File: src/rtl/sm4_pkg.sv
// rtl/sm4_pkg.sv - shared SM4 key-schedule constants, FSM state type and CK generator
//
// Purpose: FK system parameters, controller state enum, round-key count and an
//          arithmetic CK[i] generator shared by the key-expansion blocks.
// Ports:   none (package).

package sm4_pkg;

    localparam int RK_NUM = 32;

    localparam logic [31:0] FK0 = 32'hA3B1_BAC6;
    localparam logic [31:0] FK1 = 32'h56AA_3350;
    localparam logic [31:0] FK2 = 32'h677D_9197;
    localparam logic [31:0] FK3 = 32'hB270_22DC;
    localparam logic [127:0] FK = {FK0, FK1, FK2, FK3};

    typedef enum logic [1:0] {
        ST_IDLE   = 2'd0,
        ST_EXPAND = 2'd1,
        ST_DONE   = 2'd2
    } state_t;

    // Byte j of CK[i] is ((4i+j)*7) mod 256; everything is kept 8 bits wide so
    // the product truncates naturally instead of needing a 256-entry table.
    function automatic logic [31:0] ck_gen(input logic [4:0] idx);
        logic [7:0] base;
        logic [7:0] b0, b1, b2, b3;
        base = {1'b0, idx, 2'b00};
        b0 = base * 8'd7;
        b1 = (base + 8'd1) * 8'd7;
        b2 = (base + 8'd2) * 8'd7;
        b3 = (base + 8'd3) * 8'd7;
        return {b0, b1, b2, b3};
    endfunction

endpackage

File: src/rtl/SM4_KEY_EXP_ONE_ROUND.sv
// rtl/SM4_KEY_EXP_ONE_ROUND.sv - one combinational SM4 key-expansion round
//
// Purpose: rk = K0 ^ L'(tau(K1 ^ K2 ^ K3 ^ CK)), L'(B) = B ^ (B<<<13) ^ (B<<<23).
// Ports:   kin (128) {K0,K1,K2,K3}, ck (32) round constant, rk (32) new round key.

module SM4_KEY_EXP_ONE_ROUND (
    input  logic [127:0] kin,
    input  logic [31:0]  ck,
    output logic [31:0]  rk
);

    logic [31:0] t_in;
    logic [31:0] b;
    logic [31:0] l_out;

    assign t_in = kin[95:64] ^ kin[63:32] ^ kin[31:0] ^ ck;

    SM4_SBOX u_sbox0 (.din(t_in[31:24]), .dout(b[31:24]));
    SM4_SBOX u_sbox1 (.din(t_in[23:16]), .dout(b[23:16]));
    SM4_SBOX u_sbox2 (.din(t_in[15:8]),  .dout(b[15:8]));
    SM4_SBOX u_sbox3 (.din(t_in[7:0]),   .dout(b[7:0]));

    assign l_out = b ^ {b[18:0], b[31:19]} ^ {b[8:0], b[31:9]};
    assign rk    = kin[127:96] ^ l_out;

endmodule

File: src/rtl/SM4_SBOX.sv
// rtl/SM4_SBOX.sv - SM4 8-bit substitution box
//
// Purpose: combinational byte substitution tau.
// Ports:   din (8) byte in, dout (8) substituted byte.

module SM4_SBOX (
    input  logic [7:0] din,
    output logic [7:0] dout
);

    localparam logic [0:255][7:0] SBOX = {
        128'hd690e9fecce13db716b614c228fb2c05,
        128'h2b679a762abe04c3aa44132649860699,
        128'h9c4250f491ef987a33540b43edcfac62,
        128'he4b31ca9c908e89580df94fa758f3fa6,
        128'h4707a7fcf37317ba83593c19e6854fa8,
        128'h686b81b27164da8bf8eb0f4b70569d35,
        128'h1e240e5e6358d1a225227c3b01217887,
        128'hd40046579fd327524c3602e7a0c4c89e,
        128'heabf8ad240c738b5a3f7f2cef96115a1,
        128'he0ae5da49b341a55ad933230f58cb1e3,
        128'h1df6e22e8266ca60c02923ab0d534e6f,
        128'hd5db3745defd8e2f03ff6a726d6c5b51,
        128'h8d1baf92bbddbc7f11d95c411f105ad8,
        128'h0ac13188a5cd7bbd2d74d012b8e5b4b0,
        128'h8969974a0c96777e65b9f109c56ec684,
        128'h18f07dec3adc4d2079ee5f3ed7cb3948
    };

    assign dout = SBOX[din];

endmodule

File: src/rtl/sm4_key_exp_ctrl.sv
// rtl/sm4_key_exp_ctrl.sv - iterative SM4 key-schedule controller with round-key file
//
// Purpose: accepts a master key, runs 32 key-expansion rounds (one per clock)
//          and stores rk[0..31] in a flop file with a registered read port.
// Ports:   clk, rst (sync, active-high)
//          key_vld/key_in (128)/key_rdy  master key handshake
//          busy, done (1-cycle pulse), rk_valid  status
//          rk_rd_idx (5) -> rk_rd_data (32)  registered round-key read

module sm4_key_exp_ctrl
    import sm4_pkg::*;
(
    input  logic         clk,
    input  logic         rst,
    input  logic         key_vld,
    input  logic [127:0] key_in,
    output logic         key_rdy,
    output logic         busy,
    output logic         done,
    output logic         rk_valid,
    input  logic [4:0]   rk_rd_idx,
    output logic [31:0]  rk_rd_data
);

    state_t        state, state_nxt;
    logic [4:0]    cnt;
    logic [127:0]  kreg;
    logic [31:0]   rk_file [RK_NUM];
    logic [31:0]   ck_cur;
    logic [31:0]   rk_new;
    logic          accept;
    logic          last_round;

    always_ff @(posedge clk) begin
        if (rst) begin
            state <= ST_IDLE;
        end else begin
            state <= state_nxt;
        end
    end

    always_comb begin
        state_nxt  = state;
        key_rdy    = 1'b0;
        busy       = 1'b0;
        accept     = 1'b0;
        last_round = 1'b0;
        case (state)
            ST_IDLE, ST_DONE: begin
                key_rdy = 1'b1;
                if (key_vld) begin
                    accept    = 1'b1;
                    state_nxt = ST_EXPAND;
                end
            end
            ST_EXPAND: begin
                busy = 1'b1;
                if (cnt == 5'd31) begin
                    last_round = 1'b1;
                    state_nxt  = ST_DONE;
                end
            end
            default: state_nxt = ST_IDLE;
        endcase
    end

    assign ck_cur = ck_gen(cnt);

    SM4_KEY_EXP_ONE_ROUND u_round (
        .kin (kreg),
        .ck  (ck_cur),
        .rk  (rk_new)
    );

    always_ff @(posedge clk) begin
        if (rst) begin
            cnt        <= 5'd0;
            kreg       <= 128'd0;
            done       <= 1'b0;
            rk_valid   <= 1'b0;
            rk_rd_data <= 32'd0;
            for (int i = 0; i < RK_NUM; i++) begin
                rk_file[i] <= 32'd0;
            end
        end else begin
            // Read sees the file before this edge's write (no bypass).
            rk_rd_data <= rk_file[rk_rd_idx];
            done       <= last_round;
            if (accept) begin
                kreg     <= key_in ^ FK;
                cnt      <= 5'd0;
                rk_valid <= 1'b0;
            end else if (busy) begin
                rk_file[cnt] <= rk_new;
                kreg         <= {kreg[95:0], rk_new};
                if (last_round) begin
                    rk_valid <= 1'b1;
                end else begin
                    cnt <= cnt + 5'd1;
                end
            end
        end
    end

endmodule

File: config.mk
export PLATFORM = sky130hd
export DESIGN_NAME = sm4_key_exp_ctrl
export DESIGN_NICKNAME = d
export VERILOG_FILES = /design/src/rtl/sm4_pkg.sv /design/src/rtl/SM4_KEY_EXP_ONE_ROUND.sv /design/src/rtl/SM4_SBOX.sv /design/src/rtl/sm4_key_exp_ctrl.sv
export SDC_FILE = /design/constraint.sdc
export NUM_CORES = 2
export LEC_CHECK = 0
export CAP_MARGIN = 5
export CORE_ASPECT_RATIO = 1.4
export CORE_MARGIN = 2
export CORE_UTILIZATION = 56
export DETAILED_ROUTE_END_ITERATION = 10
export GPL_TIMING_DRIVEN = 0
export PLACE_DENSITY = 0.7
export SLEW_MARGIN = 40
export SYNTH_ARGS = -nofsm -noshare
export SYNTH_HDL_FRONTEND = slang
export SYNTH_SLANG_ARGS = --single-unit
export TNS_END_PERCENT = 5
File: constraint.sdc
create_clock -name clk -period 13.7 [get_ports clk]
set_clock_uncertainty 0.05 [all_clocks]
set_input_delay 1.37 -clock clk [delete_from_list [all_inputs] [get_ports clk]]
set_output_delay 1.37 -clock clk [all_outputs]
set_load 0.005 [all_outputs]
==> summary.md, run 1 <==
| Metric | Value |
|---|---|
| Initial antenna violation count | `91` |
| Status | `did not finish` |
| Multiplexer share of the synthesized area | `12.0%` |
| Post-synth top flop | `edfxtp_1` |
| Remaining global-route overflow | `between 150 and 200` |
| EDFF count, synth | `1024` |
| IO Pins | `roughly 170` |
| Adder-cell share of the synthesized area | `1.07%` |
| Clock root cell | `clkbuf_16` |
| CTS H-tree depth | `3` |
| Register area share after synthesis | `52.2%` |
| #FFs+latches synth | `1193` |
| Asr flop ratio synth | `0%` |
| Yosys Warn Count | `0` |
| Synth Area in Compound Gates | `13.7%` |
| Initial core utilization | `56.4%` |
| Die Y | `408 um` |
| Num CTS Buffers | `104` |
| Synthesized net count | `about 6k` |
| # hold bufs at CTS | `0` |
| CTS sink count | `1193` |
| Log Error | `[ERROR GRT-0232] Routing congestion too high. Check the congestion heatmap in the GUI.` |
| Post-synthesis cell count | `5879` |
| Largest net degree at the start of global routing | `33` |
| Netlist cell types | `104` |
| Main combinational cell family by area after synthesis | `compound AO/OA/AOI/OAI gates` |
| Post-CTS sizing | `0` |
| CTS Buffer Depth | `3` |
| XOR/XNOR share of the synthesized area | `3.40%` |
| Gr usage total | `75.3%` |
| I/O Buffers | `between 150 and 200` |
| Stop stage | `5_1_grt` |
| Gpl congestion | `1.10` |
| Post-CTS Setup Bufs | `0` |
| Synth Cell Area | `0.0654 sq mm` |
| Post-DP HPWL | `245 mm` |
| Die width | `approximately 290 um` |
| Row count | `between 100 and 150` |
| Syn avg cell area | `11.1 sq um` |
| Post-Synth Simple-Gate Area | `13.5%` |
## kinds of logic after synthesis
| family | after synthesis |
|---|---|
| simple gates | 2109 |
| compound gates | 1285 |
| flops | 1193 |
| buf+inv | 666 |
| mux | 383 |
| xor+xnor | 190 |
| fa+ha+maj | 53 |
## layer usage
metal  GRT usage, %  GRT overflow
met1           72.8            16
met2           90.0            54
met3           63.4            15
met4           75.3            68
met5           45.2             2
## Yosys cell counts, drive strengths merged, types with 29 or more instances
cell type | n | share of area, %
edfxtp | 1024 | 47
a221oi | 87 | 1.2
nand2 | 333 | 1.9
a22oi | 79 | 0.91
dfxtp | 169 | 5.2
nor3 | 193 | 1.5
mux4 | 320 | 11
o21ai | 189 | 1.4
nor2 | 1276 | 7.3
a211oi | 59 | 0.72
xor2 | 54 | 0.75
o211ai | 62 | 0.71
o311ai | 37 | 0.51
o221ai | 29 | 0.39
xnor2 | 105 | 1.6
o2111ai | 31 | 0.41
nand3 | 118 | 0.90
ha | 47 | 0.90
a311oi | 47 | 0.65
o22ai | 65 | 0.62
a21oi | 299 | 2.3
a31oi | 68 | 0.65
mux2i | 61 | 0.93
buf | 235 | 1.7
nand2b | 47 | 0.45
clkbuf | 401 | 2.3
## metrics by stage
step	worst slack, ns	hold WS [ns]	utilization, %	instances	cell area [sq um]
2_1_floorplan	8.91	0.387	-	5879	65400
3_3_place_gp	4.58	0.407	59.4	7544	69000
3_5_place_dp	5.89	0.413	60.3	7575	70000
4_1_cts	5.71	0.422	63.3	7772	73500
==> inputs of run 2 (changes only) <==
Settings changed: CORE_ASPECT_RATIO 1.4 to unset, CORE_UTILIZATION 56 to 40, PLACE_DENSITY 0.7 to unset, PLACE_DENSITY_LB_ADDON set to 0.15.
==> run 2 against run 1 <==
  * Area after synthesis unchanged
  * The flow now finishes without violations
  * Synthesized cell count unchanged
==> summary.md, run 2 <==
| Metric | Value |
|---|---|
| Initial drt markers | `8248` |
| Nets | `6411` |
| Synth Area in Compound Gates | `13.7% (unchanged)` |
| # hold bufs at CTS | `0 (unchanged)` |
| Gr busiest metal | `met2` |
| Setup_tns | `0 ns` |
| Synth cell count leaders | `nor2_1 (1276), edfxtp_1 (1024), clkbuf_1 (401), nand2_1 (332), mux4_2 (320) (unchanged)` |
| Hold Path Class | `flop to flop` |
| Reg with most FFs | `rk_file` |
| Synth Cell Area | `0.0654 sq mm (unchanged)` |
| Die width | `408 um (was 293 um)` |
| Post-DP HPWL | `238 mm (was 245 mm)` |
| Clock transition at path regs | `0.06 ns` |
| WL final | `between 300 and 400 mm` |
| Fin area | `0.0755 sq mm` |
| First-pass GRT wire length | `446 mm` |
| Adder-cell share of the synthesized area | `1.07% (unchanged)` |
| Die Y | `408 um (unchanged)` |
| Initial core utilization | `40.2% (was 56.4%)` |
| Antenna-violating nets left | `0` |
| Worst Path Max Fanout | `11` |
| Gr usage total | `38.1%` |
| CTS sink count | `1193 (unchanged)` |
| Routed wire length per instance | `38.2 um` |
| Fillers | `15.4k` |
| Gpl congestion | `1.07 (was 1.10)` |
| Dominant cell type by area after synthesis | `edfxtp_1 (unchanged)` |
| RSZ-0062 raised after global routing | `false` |
| CTS H-tree depth | `4 (was 3)` |
| Largest net degree at the start of global routing | `33` |
| Remaining global-route overflow | `0` |
| Worst-path cell chain | `xor3_1, buf_2, clkbuf_1, clkbuf_1, buf_1, ha_1, clkbuf_1, clkbuf_1, clkbuf_1, o21ai_0, a31oi_1, o41ai_1, a31oi_1, o32a_1, xnor2_1, xnor2_4, buf_8, buf_2, nor2_1` |
| GRT met3 Usage | `11.1%` |
| GR Util met2 | `56.9%` |
| Vias in the first global route | `roughly 56k` |
| I/O Buffers | `165 (unchanged)` |
| Initial antenna violation count | `17` |
| Met1 Usage GRT | `about half` |
| Buf+Inv Stages, Crit Path | `9` |
| #FFs+latches synth | `1193 (unchanged)` |
| Core area | `0.163 sq mm` |
| Tmin final | `8.34 ns` |
| Post-synthesis cell count | `5879 (unchanged)` |
| XOR/XNOR share of the synthesized area | `3.40% (unchanged)` |
| IO Pins | `172 (unchanged)` |
| Syn avg cell area | `11.1 sq um (unchanged)` |
| Final hold viol count | `0` |
| Area post-placement | `0.0713 sq mm (was 0.0700 sq mm)` |
| WP data arrival | `8.79 ns` |
| Post-synth top area share | `47.0% (unchanged)` |
| CP peak stage delay | `0.74 ns` |
| Netlist cell types | `104 (unchanged)` |
| Commonest non-fill, non-tap cell in the layout | `nor2_1` |
| CTS Buffer Depth | `3 (unchanged)` |
| Slowest cell on the critical path | `clkbuf_1` |
| Worst-Margin Slew | `1.01 ns` |
| Residual DRC count | `0` |
| Die area | `approximately 0.17 sq mm` |
| CTS tree | `built` |
| Max Clk Rate | `120 MHz` |
| Fin. max-slew vios | `0` |
| Rel. slew slack | `~33%` |
| EDFF count, synth | `1024 (unchanged)` |
| Register area share after synthesis | `52.2% (unchanged)` |
| Yosys Warn Count | `0 (unchanged)` |
| Required time worst endpoint | `14.15 ns` |
| Synthesized net count | `6067 (unchanged)` |
| Clock latency on the worst-skew pair | `0.78 ns` |
| Status | `complete, no violations (was did not finish)` |
| Main combinational cell family by area after synthesis | `compound AO/OA/AOI/OAI gates (unchanged)` |
| Num CTS Buffers | `132 (was 104)` |
| Asr flop ratio synth | `0% (unchanged)` |
| Area contributors post-synth | `edfxtp_1 (47%), mux4_2 (11%), nor2_1 (7.3%) (unchanged)` |
| Family with the most delay on the worst path | `buffers and inverters` |
| Multiplexer share of the synthesized area | `12.0% (unchanged)` |
| Post-CTS sizing | `0 (unchanged)` |
| Most frequent cells in the layout | `nor2_1 (1254), edfxtp_1 (1024), clkbuf_1 (377)` |
| Period utilization | `between 60% and 70%` |
| Total number of vias | `57.0k` |
| Post-Synth Simple-Gate Area | `13.5% (unchanged)` |
| Final setup fails | `0` |
| Most frequent cell after synthesis | `nor2_1 (unchanged)` |
| Most common cell on crit path | `clkbuf_1` |
| MaxCap Viol Count | `0` |
| Row count | `148 (unchanged)` |
| Largest register FFs | `1024` |
| P&R area growth vs syn | `15.3%` |
| Vias/cell | `6.70` |
| Clock root cell | `clkbuf_16 (unchanged)` |
| Endpoint type of the worst setup path | `flop` |
| Worst setup SP type | `flop` |
| WS Path Type | `flop to flop` |
| DR pass1 iterations | `8` |
| Fraction of layout cells with a size suffix above 1 | `15.2%` |
| Post-CTS Setup Bufs | `0 (unchanged)` |
| Largest registers | `rk_file (1024), kreg (128), rk_rd_data (32)` |
| Post-synth top flop | `edfxtp_1 (unchanged)` |
-- run 2: cell counts after synthesis --
Identical to the previous run, type by type.
-- run 2: worst register-to-register path, stage by stage, from the launching register on --
cell,delay [ns]
dfxtp_1,0.33
xor3_1,0.49
buf_2,0.31
clkbuf_1,0.54
clkbuf_1,0.72
buf_1,0.64
ha_1,0.27
clkbuf_1,0.50
clkbuf_1,0.64
clkbuf_1,0.74
o21ai_0,0.20
a31oi_1,0.38
o41ai_1,0.12
a31oi_1,0.30
o32a_1,0.55
xnor2_1,0.26
xnor2_4,0.40
buf_8,0.24
buf_2,0.31
nor2_1,0.08
-- run 2: final timing paths --
path              slack (ns)  cells after the start                       endpoint                    from
setup / recovery        5.36                     19  rk_file[30][15]$_SDFFCE_PN0P_   kreg[64]$_SDFFE_PP0P_
hold / removal          0.42                      2         kreg[123]$_SDFFE_PP0P_  kreg[123]$_SDFFE_PP0P_
setup reg to reg        5.36                     19  rk_file[30][15]$_SDFFCE_PN0P_   kreg[64]$_SDFFE_PP0P_
hold reg to reg         0.42                      2         kreg[123]$_SDFFE_PP0P_  kreg[123]$_SDFFE_PP0P_
-- run 2: cell type report --
| class | count | area (sq um) | area share (%) |
|---|---|---|---|
| Clock buffer | 179 | 3630 | 4.81 |
| Sequential cell | 1193 | 34100 | 45.2 |
| Timing Repair Buffer | 210 | 2300 | 3.05 |
| Antenna cell | 8 | 20.0 | 0.0265 |
| Clock inverter | 57 | 512 | 0.678 |
| Inverter | 30 | 113 | 0.149 |
| Buffer | 636 | 2740 | 3.64 |
| Multi-Input combinational cell | 4020 | 29300 | 38.8 |
| Tap cell | 2175 | 2720 | 3.61 |
-- run 2: logic make-up (layout without fill, tap and decap cells) --
group | count (synthesis) | in the layout
xor+xnor | 190 | 190
compound gates | 1285 | 1285
other cells | 0 | 8
flops | 1193 | 1193
fa+ha+maj | 53 | 53
mux | 383 | 383
buf+inv | 666 | 1112
simple gates | 2109 | 2109
-- run 2: layer usage --
metal  vias up  routed length (um)
met5         -                 214
met4        10               21300
met3       948               36200
met2      4106              142000
met1     28900              125000
li1      23000                   -
-- run 2: metrics by stage --
stage	setup WS [ns]	utilization, %	std cells	hold WS, ns
after floorplan	8.91	-	5879	0.387
after CTS	5.57	46.4	8498	0.414
final	5.36	46.4	8508	0.415
after global placement	4.08	42.9	8219	0.401
after detailed placement	5.62	43.8	8262	0.400
after global routing	5.41	46.4	8500	0.429
Power of run 2 is left out: the tool's default activity adds up to more than one toggle a clock period on the data nets, which glitch-free logic cannot reach.
